--- config.mk ---
export PLATFORM = sky130hd
export DESIGN_NAME = dual_issue_scoreboard
export DESIGN_NICKNAME = d
export VERILOG_FILES = /design/src/rtl/dual_issue_scoreboard.sv
export SDC_FILE = /design/constraint.sdc
export NUM_CORES = 2
export LEC_CHECK = 0
export BUFFER_PORTS_ARGS = -buffer_cell sky130_fd_sc_hd__buf_2
export CORE_UTILIZATION = 40
export CTS_CLUSTER_DIAMETER = 30
export DETAILED_ROUTE_END_ITERATION = 7
export PLACE_DENSITY = 0.67
export SETUP_SLACK_MARGIN = 0.3
export SYNTH_ARGS = -nofsm -noshare
export SYNTH_HDL_FRONTEND = slang
export SYNTH_SLANG_ARGS = --single-unit
--- constraint.sdc ---
create_clock -name clk -period 54.4 [get_ports clk]
set_input_delay 8.16 -clock clk [delete_from_list [all_inputs] [get_ports clk]]
set_output_delay 8.16 -clock clk [all_outputs]
set_load 0.005 [all_outputs]
--- src/rtl/dual_issue_scoreboard.sv ---
// Dual-issue stage: buffers one decoded pair, tracks in-flight destinations with a
// per-register latency countdown, and steers ready instructions onto the even/odd pipes.
module dual_issue_scoreboard #(
    parameter int REG_ADDR_WIDTH = 7,
    parameter int UNIT_ID_SIZE   = 3,
    parameter int LAT_WIDTH      = 3,
    parameter int INST_W         = 9 + UNIT_ID_SIZE + 4 * REG_ADDR_WIDTH
) (
    input  logic              clk,
    input  logic              reset,
    input  logic              flush,
    input  logic              in_valid,
    output logic              in_ready,
    input  logic [INST_W-1:0] in_inst0,
    input  logic [INST_W-1:0] in_inst1,
    output logic [INST_W-1:0] even_inst_out,
    output logic [INST_W-1:0] odd_inst_out,
    output logic [15:0]       stall_cycles,
    output logic [1:0]        fsm_state
);

    localparam int R         = REG_ADDR_WIDTH;
    localparam int REG_COUNT = 1 << REG_ADDR_WIDTH;
    localparam int POS_VALID = 0;
    localparam int POS_PIPE  = 1;
    localparam int POS_WE    = 2;
    localparam int POS_USE   = 3;
    localparam int POS_LAT   = 6;
    localparam int POS_RT    = 9 + UNIT_ID_SIZE;
    localparam int POS_RA    = POS_RT + R;
    localparam int POS_RB    = POS_RA + R;
    localparam int POS_RC    = POS_RB + R;

    typedef enum logic [1:0] {
        S_IDLE   = 2'd0,
        S_PAIR   = 2'd1,
        S_SECOND = 2'd2
    } state_t;

    state_t                state_q;
    state_t                state_d;
    logic [INST_W-1:0]     slot0;
    logic [INST_W-1:0]     slot1;
    logic [LAT_WIDTH-1:0]  cnt [REG_COUNT];

    logic                  ready0;
    logic                  ready1;
    logic                  conflict;
    logic                  issue0;
    logic                  issue1;
    logic                  all_issued;
    logic                  accept;
    logic                  wr0;
    logic                  wr1;
    logic [INST_W-1:0]     even_d;
    logic [INST_W-1:0]     odd_d;

    // Ready when no used source and (if writing) no destination is still counting down.
    function automatic logic inst_ready(input logic [INST_W-1:0] i,
                                        input logic [LAT_WIDTH-1:0] ca,
                                        input logic [LAT_WIDTH-1:0] cb,
                                        input logic [LAT_WIDTH-1:0] cc,
                                        input logic [LAT_WIDTH-1:0] ct);
        return !(i[POS_USE]   && ca != '0) &&
               !(i[POS_USE+1] && cb != '0) &&
               !(i[POS_USE+2] && cc != '0) &&
               !(i[POS_WE]    && ct != '0);
    endfunction

    // Structural or data reasons the younger instruction cannot join the older one.
    function automatic logic pair_conflict(input logic [INST_W-1:0] a,
                                           input logic [INST_W-1:0] b);
        logic [R-1:0] rt_a;
        logic         raw;
        logic         waw;
        rt_a = a[POS_RT +: R];
        raw  = a[POS_WE] && ((b[POS_USE]   && b[POS_RA +: R] == rt_a) ||
                             (b[POS_USE+1] && b[POS_RB +: R] == rt_a) ||
                             (b[POS_USE+2] && b[POS_RC +: R] == rt_a));
        waw  = a[POS_WE] && b[POS_WE] && (b[POS_RT +: R] == rt_a);
        return (a[POS_PIPE] == b[POS_PIPE]) || raw || waw;
    endfunction

    assign ready0 = inst_ready(slot0, cnt[slot0[POS_RA +: R]], cnt[slot0[POS_RB +: R]],
                               cnt[slot0[POS_RC +: R]], cnt[slot0[POS_RT +: R]]);
    assign ready1 = inst_ready(slot1, cnt[slot1[POS_RA +: R]], cnt[slot1[POS_RB +: R]],
                               cnt[slot1[POS_RC +: R]], cnt[slot1[POS_RT +: R]]);
    assign conflict = pair_conflict(slot0, slot1);

    // Handshake: a pair transfers on any edge where in_valid && in_ready && !flush;
    // in_ready is combinational and never depends on in_valid.
    assign in_ready  = (state_q == S_IDLE) || all_issued;
    assign accept    = in_valid && in_ready && !flush;
    assign fsm_state = state_q;

    always_comb begin
        issue0     = 1'b0;
        issue1     = 1'b0;
        all_issued = 1'b0;
        case (state_q)
            S_PAIR: begin
                issue0     = ready0 && !flush;
                issue1     = issue0 && slot1[POS_VALID] && ready1 && !conflict;
                all_issued = issue0 && (!slot1[POS_VALID] || issue1);
            end
            S_SECOND: begin
                issue1     = ready1 && !flush;
                all_issued = issue1;
            end
            default: begin
                issue0     = 1'b0;
                issue1     = 1'b0;
                all_issued = 1'b0;
            end
        endcase
    end

    always_comb begin
        state_d = state_q;
        if (flush) begin
            state_d = S_IDLE;
        end else if (state_q == S_IDLE || all_issued) begin
            if (accept && in_inst0[POS_VALID]) begin
                state_d = S_PAIR;
            end else if (accept && in_inst1[POS_VALID]) begin
                state_d = S_SECOND;
            end else begin
                state_d = S_IDLE;
            end
        end else if (state_q == S_PAIR && issue0) begin
            state_d = S_SECOND;
        end
    end

    // Steering by the pipe bit; both issuing implies different pipes.
    always_comb begin
        even_d = '0;
        odd_d  = '0;
        if (issue0) begin
            if (slot0[POS_PIPE]) odd_d = slot0;
            else                 even_d = slot0;
        end
        if (issue1) begin
            if (slot1[POS_PIPE]) odd_d = slot1;
            else                 even_d = slot1;
        end
    end

    assign wr0 = issue0 && slot0[POS_WE];
    assign wr1 = issue1 && slot1[POS_WE];

    always_ff @(posedge clk or posedge reset) begin
        if (reset) begin
            state_q       <= S_IDLE;
            slot0         <= '0;
            slot1         <= '0;
            even_inst_out <= '0;
            odd_inst_out  <= '0;
            stall_cycles  <= '0;
        end else begin
            state_q       <= state_d;
            even_inst_out <= even_d;
            odd_inst_out  <= odd_d;
            if (accept) begin
                slot0 <= in_inst0;
                slot1 <= in_inst1;
            end
            if (state_q != S_IDLE && !issue0 && !issue1 && stall_cycles != 16'hFFFF) begin
                stall_cycles <= stall_cycles + 16'd1;
            end
        end
    end

    // A fresh write reloads the counter; otherwise every busy register counts down.
    always_ff @(posedge clk or posedge reset) begin
        if (reset) begin
            for (int r = 0; r < REG_COUNT; r++) begin
                cnt[r] <= '0;
            end
        end else begin
            for (int r = 0; r < REG_COUNT; r++) begin
                if (wr0 && slot0[POS_RT +: R] == R'(r)) begin
                    cnt[r] <= slot0[POS_LAT +: LAT_WIDTH];
                end else if (wr1 && slot1[POS_RT +: R] == R'(r)) begin
                    cnt[r] <= slot1[POS_LAT +: LAT_WIDTH];
                end else if (cnt[r] != '0) begin
                    cnt[r] <= cnt[r] - 1'b1;
                end
            end
        end
    end

endmodule

Word level (Yosys, flattened, before mapping)
Index checks and enable logic that the tools add are counted.
- flip-flop bits (word level): 562
- bits of input ports: 84
- output and inout port bits: 99
- word-level logic and storage cells: 1545
- add/sub/neg operators: 129
- magnitude comparators: 8
- equality and inequality tests: 262
- mux-type cells: 424
- bitwise operators: 8
- reduce and logical (&&, ||, !) cells: 580
- operators by type and width (kind ; number):
    $mux 3 ; 400
    $eq 7x7->1 const B ; 128
    $reduce_bool 3->1 ; 265
    $eq 7x6->1 const B ; 64
    $sub 3x1->3 const B ; 128
    $mux 40 ; 8
    $logic_and 1x1->1 ; 292
    $eq 7x5->1 const B ; 32
    $bmux 3 s7 ; 8
    $eq 7x4->1 const B ; 16
    $ge 8x8->1 const B ; 8
    $not 7->8 ; 8
    $eq 7x3->1 const B ; 8
    $eq 7x2->1 const B ; 4
    $eq 7x7->1 ; 4
    $add 16x1->16 const B ; 1
    $ne 16x16->1 const B ; 1
    $eq 7x1->1 const B ; 2
    $logic_not 7->1 ; 2
    $logic_not 1->1 ; 13
    $mux 2 ; 5
    $logic_or 1x1->1 ; 6
    $pmux 1 s2 ; 2
    $eq 2x1->1 const B ; 1
    other kinds (5) ; 5

Logic depth before layout (Yosys ltp)
- depth after elaboration: 25
- depth in mapped cells: 19
- depth with buffers taken out: 11

Worst setup path after synthesis
No wires, ideal clock.
- path kind: in2out
- start point: input port flush
- end point: output port in_ready
- data arrival time: 9714 ps
- required time: 46240 ps
- path slack: 36526 ps
- stages on the path: 9
- path buffers: 1
- cell sequence: inv_1 -> nand2_1 -> a211o_1 -> o32a_1 -> a21o_1 -> buf_2 -> o32ai_2 -> a221oi_1 -> inv_1
- cells in the longest elaborated chain, start to end: 9
- elaborated cells between the ends (all ways): 10
- those cells by class: mux: 1; reduce/logical: 9
- RTL lines (element ; line ; text):
    from (decl) ; 11 ; input logic flush,
    $logic_not 1->1 (*) ; 102, 107 ;
    $logic_and 1x1->1 ; 102 ; issue0 = ready0 && !flush;
    $logic_and 1x1->1 (3 in a row) ; 103 ; issue1 = issue0 && slot1[POS_VALID] && ready1 && !conflict;
    $logic_or 1x1->1 ; 104 ; all_issued = issue0 && (!slot1[POS_VALID] || issue1);
    $logic_and 1x1->1 ; 104 ;
    $pmux 1 s2 (*) ; 100 ; case (state_q)
    $logic_or 1x1->1 (*) ; 92 ; assign in_ready = (state_q == S_IDLE) || all_issued;
    to (decl) ; 13 ; output logic in_ready,
Mark *: on every way between the ends. The rest lies on a longest branch, timed or not.

Final worst setup path
Ends and elaborated chain as after synthesis.

==> run metrics <==
outcome complete, but fails checks; failing checks design-rule violations, max-capacitance violations, max-slew violations; number of enable-type register cells in the synthesized netlist 0; hold violation count in the final report 0; number of top-level design ports 183; Critical Path Slowest Stage Cell sky130_fd_sc_hd__buf_12; critical path peak fanout 75; most used standard cell by instance count after synthesis sky130_fd_sc_hd__nand2_1; share of synthesized flip-flops with an asynchronous set or reset 100.0%; startpoint types input pin; Die Wd 360.9 µm; clock latency on the worst-skew pair 0.83 ns; final cycle utilization of the critical path 35.24%; area of the core 127700 µm²; hold-critical path depth 1; worst flop-to-flop path startpoint slot1[19]; TritonCTS buffer count 158; number of global-route vias before repair 51850; CP delay by family, top buffers and inverters; antenna violation net count after detailed routing 0; count of buffering cells on the critical path with inverters included 6; largest net degree at the start of global routing 113; leakage power of the design 25.63 nW; area enclosed by the die boundary 130200 µm²; routed vias/inst 7.017; total of endpoints with negative setup slack in the final report 0; data required time of the critical path 46.24 ns; CTS Root Cell sky130_fd_sc_hd__clkbuf_16; dpl hpwl 203000 µm; hold_sp stall_cycles[14]; Crit path largest cell delay 0.38 ns; # hold bufs at CTS 0; First DRT Iteration DRCs 8161; Worst slew margin -2.761%; r2r worst-path depth 12; first-pass GRT wire length 403900 µm; GRT Resource Usage Total 43.80%; layout cell share with drive strength beyond 1 20.49%; worst-case hold path end point stall_cycles[14]; number of buffers between clock root and the deepest sink 3; Post-synth top flop sky130_fd_sc_hd__dfrtp_1; number of different library cells in the post-synthesis netlist 94; total negative slack for setup checks 0 ns; Total Power Consumption 3.903 mW; number of antenna violations at the first check in global routing 29; portion of synthesized cell area occupied by the leading cell type 27.25%; YS warnings 0; drt first pass iters 8; number of rows in the core area 131; arrival time worst endpoint 11.01 ns; net count of the mapped netlist 6291; worst-case vdd ir drop 0.00002974 V; fin. max-slew vios 5; Final Net Count 6397; max-cap viol count 1; chain of cells forming the critical path buf_2 -> inv_1 -> nand2_1 -> a211oi_1 -> o31ai_1 -> nand4b_1 -> a21o_1 -> buf_4 -> o32ai_4 -> buf_12 -> a221oi_1 -> inv_1 -> buf_2; final worst clock skew 0.05395 ns; Total Wirelength 291900 µm; routed length per placed instance 37.13 µm; height of the die 360.9 µm; count of unresolved DRC violations after routing 19; total vias in the final route 55160; setup repair after global routing missed its margin false; Worst Setup Path Type in -> out; clk slew on worst S/H paths 0.05 ns; synthesized instance count 5947; Post-CTS Repair Setup Buffers 0; type of the worst min-delay path reg -> reg; leading cell types by count after synthesis sky130_fd_sc_hd__nand2_1, sky130_fd_sc_hd__dfrtp_1, sky130_fd_sc_hd__nor2_1; Fmax achieved 0.05216 GHz; reg-to-reg endpoint cnt[168]; cell taking the most area after synthesis sky130_fd_sc_hd__dfrtp_1; Area contributors post-synth sky130_fd_sc_hd__dfrtp_1, sky130_fd_sc_hd__mux2i_1, sky130_fd_sc_hd__mux4_2; number of gates resized after CTS 0; Min Clock Period, post-route 19.17 ns; Slew @ Worst Pin 1.536 ns; critical path endpoint category output port; mean cell area of the mapped netlist 8.664 µm²; growth of design area from synthesis to finish 17.04%; gpl congestion 1.088; clk sinks 561; final global-route overflow total 0; setup slack of the worst register-to-register path 46.72 ns; number of flip-flops and latches in the synthesized netlist 561; Initial Utilization 40.35%; number of levels the H-tree was split into 4; post-synthesis instance area 51520 µm²; proportion of synthesized chip area in sequential cells 27.25%; number of I/O port buffers 181; clock tree from TritonCTS built; PD cells 64.74 nW/µm²
-- state kept, by name, summed over array words and instances (netlist names) --
signal         cells
odd_inst_out      40
fsm_state          2
even_inst_out     39
slot1             40
stall_cycles      16
cnt              384
slot0             40
-- layer usage --
metal	vias up	GRT usage, %	wire length [µm]
met5	-	0	168
met4	14	32.07	25660
met3	1215	16.01	39040
met2	4503	61.97	118100
met1	27100	54.47	108900
li1	22330	-	-
-- how the worst max path moves through the flow --
stage | depth (start not counted) | to | startpoint | slack, ns
after floorplan | 1 | cnt[0] | reset | 30.55
final | 13 | in_ready | flush | 35.23
after detailed placement | 13 | in_ready | flush | 35.33
after global placement | 13 | in_ready | flush | 35.33
after global routing | 13 | in_ready | flush | 35.10
after CTS | 13 | in_ready | flush | 35.32
-- per-stage QoR --
stage / cell area (µm²) / hold WS, ns / worst slack [ns] / instances / util, %
global placement: 54680 / 0.4770 / 35.33 / 7555 / 42.83
CTS: 60250 / 0.4875 / 35.32 / 7841 / 47.19
floorplan: 51520 / 0.4642 / 30.55 / 5947 / -
detailed placement: 54680 / 0.4817 / 35.33 / 7555 / 42.83
finish: 60300 / 0.4897 / 35.23 / 7861 / 47.23
global route: 60250 / 0.5155 / 35.10 / 7843 / 47.19
-- final cells by class --
type                       count  area, µm²
fill                       11980      67380
multi-input combinational   4617      34740
sequential                   561      14090
clock buffer                 229       4571
timing repair buffer         400       2575
tap                         1662       2079
inverter                     315       1192
clock inverter                57      994.7
antenna                       20      50.05
-- where the power goes --
| group | switching, mW | internal (mW) | total [mW] | leakage [nW] |
|---|---|---|---|---|
| combinational | 1.22 | 0.798 | 2.02 | 16.2 |
| sequential | 0.326 | 0.595 | 0.921 | 6.76 |
| clock | 0.306 | 0.658 | 0.963 | 2.68 |
| total | 1.85 | 2.05 | 3.90 | 25.6 |
-- cells by family after synthesis --
family          after synthesis  synth area share (%)
compound gates             1216                 16.33
buf+inv                     769                 5.887
other cells                   1              0.007278
xor+xnor                     45                0.7650
flops                       561                 27.25
mux                         855                 21.70
fa+ha+maj                   260                 6.314
simple gates               2240                 21.75
-- cell usage in the layout, fill, tap and decap left out, types with 28 or more instances in the layout --
master	count
sky130_fd_sc_hd__a2111oi_0	29
sky130_fd_sc_hd__a211o_1	45
sky130_fd_sc_hd__a211oi_1	83
sky130_fd_sc_hd__a21oi_1	223
sky130_fd_sc_hd__a22o_1	31
sky130_fd_sc_hd__a31oi_1	123
sky130_fd_sc_hd__buf_2	181
sky130_fd_sc_hd__buf_4	217
sky130_fd_sc_hd__clkbuf_1	36
sky130_fd_sc_hd__clkbuf_16	158
sky130_fd_sc_hd__clkbuf_8	35
sky130_fd_sc_hd__dfrtp_1	533
sky130_fd_sc_hd__ha_1	260
sky130_fd_sc_hd__inv_1	299
sky130_fd_sc_hd__mux2_2	230
sky130_fd_sc_hd__mux2i_1	423
sky130_fd_sc_hd__mux4_2	185
sky130_fd_sc_hd__nand2_1	567
sky130_fd_sc_hd__nand2b_1	170
sky130_fd_sc_hd__nand3_1	142
sky130_fd_sc_hd__nand4_1	93
sky130_fd_sc_hd__nor2_1	532
sky130_fd_sc_hd__nor2b_1	51
sky130_fd_sc_hd__nor3_1	260
sky130_fd_sc_hd__nor4_1	112
sky130_fd_sc_hd__nor4_2	28
sky130_fd_sc_hd__o211ai_1	51
sky130_fd_sc_hd__o21ai_0	213
sky130_fd_sc_hd__o22ai_1	31
sky130_fd_sc_hd__o31ai_1	50
sky130_fd_sc_hd__or2_2	34
sky130_fd_sc_hd__or3_1	36
sky130_fd_sc_hd__xnor2_1	31
Power figures use the tool's default switching activity.
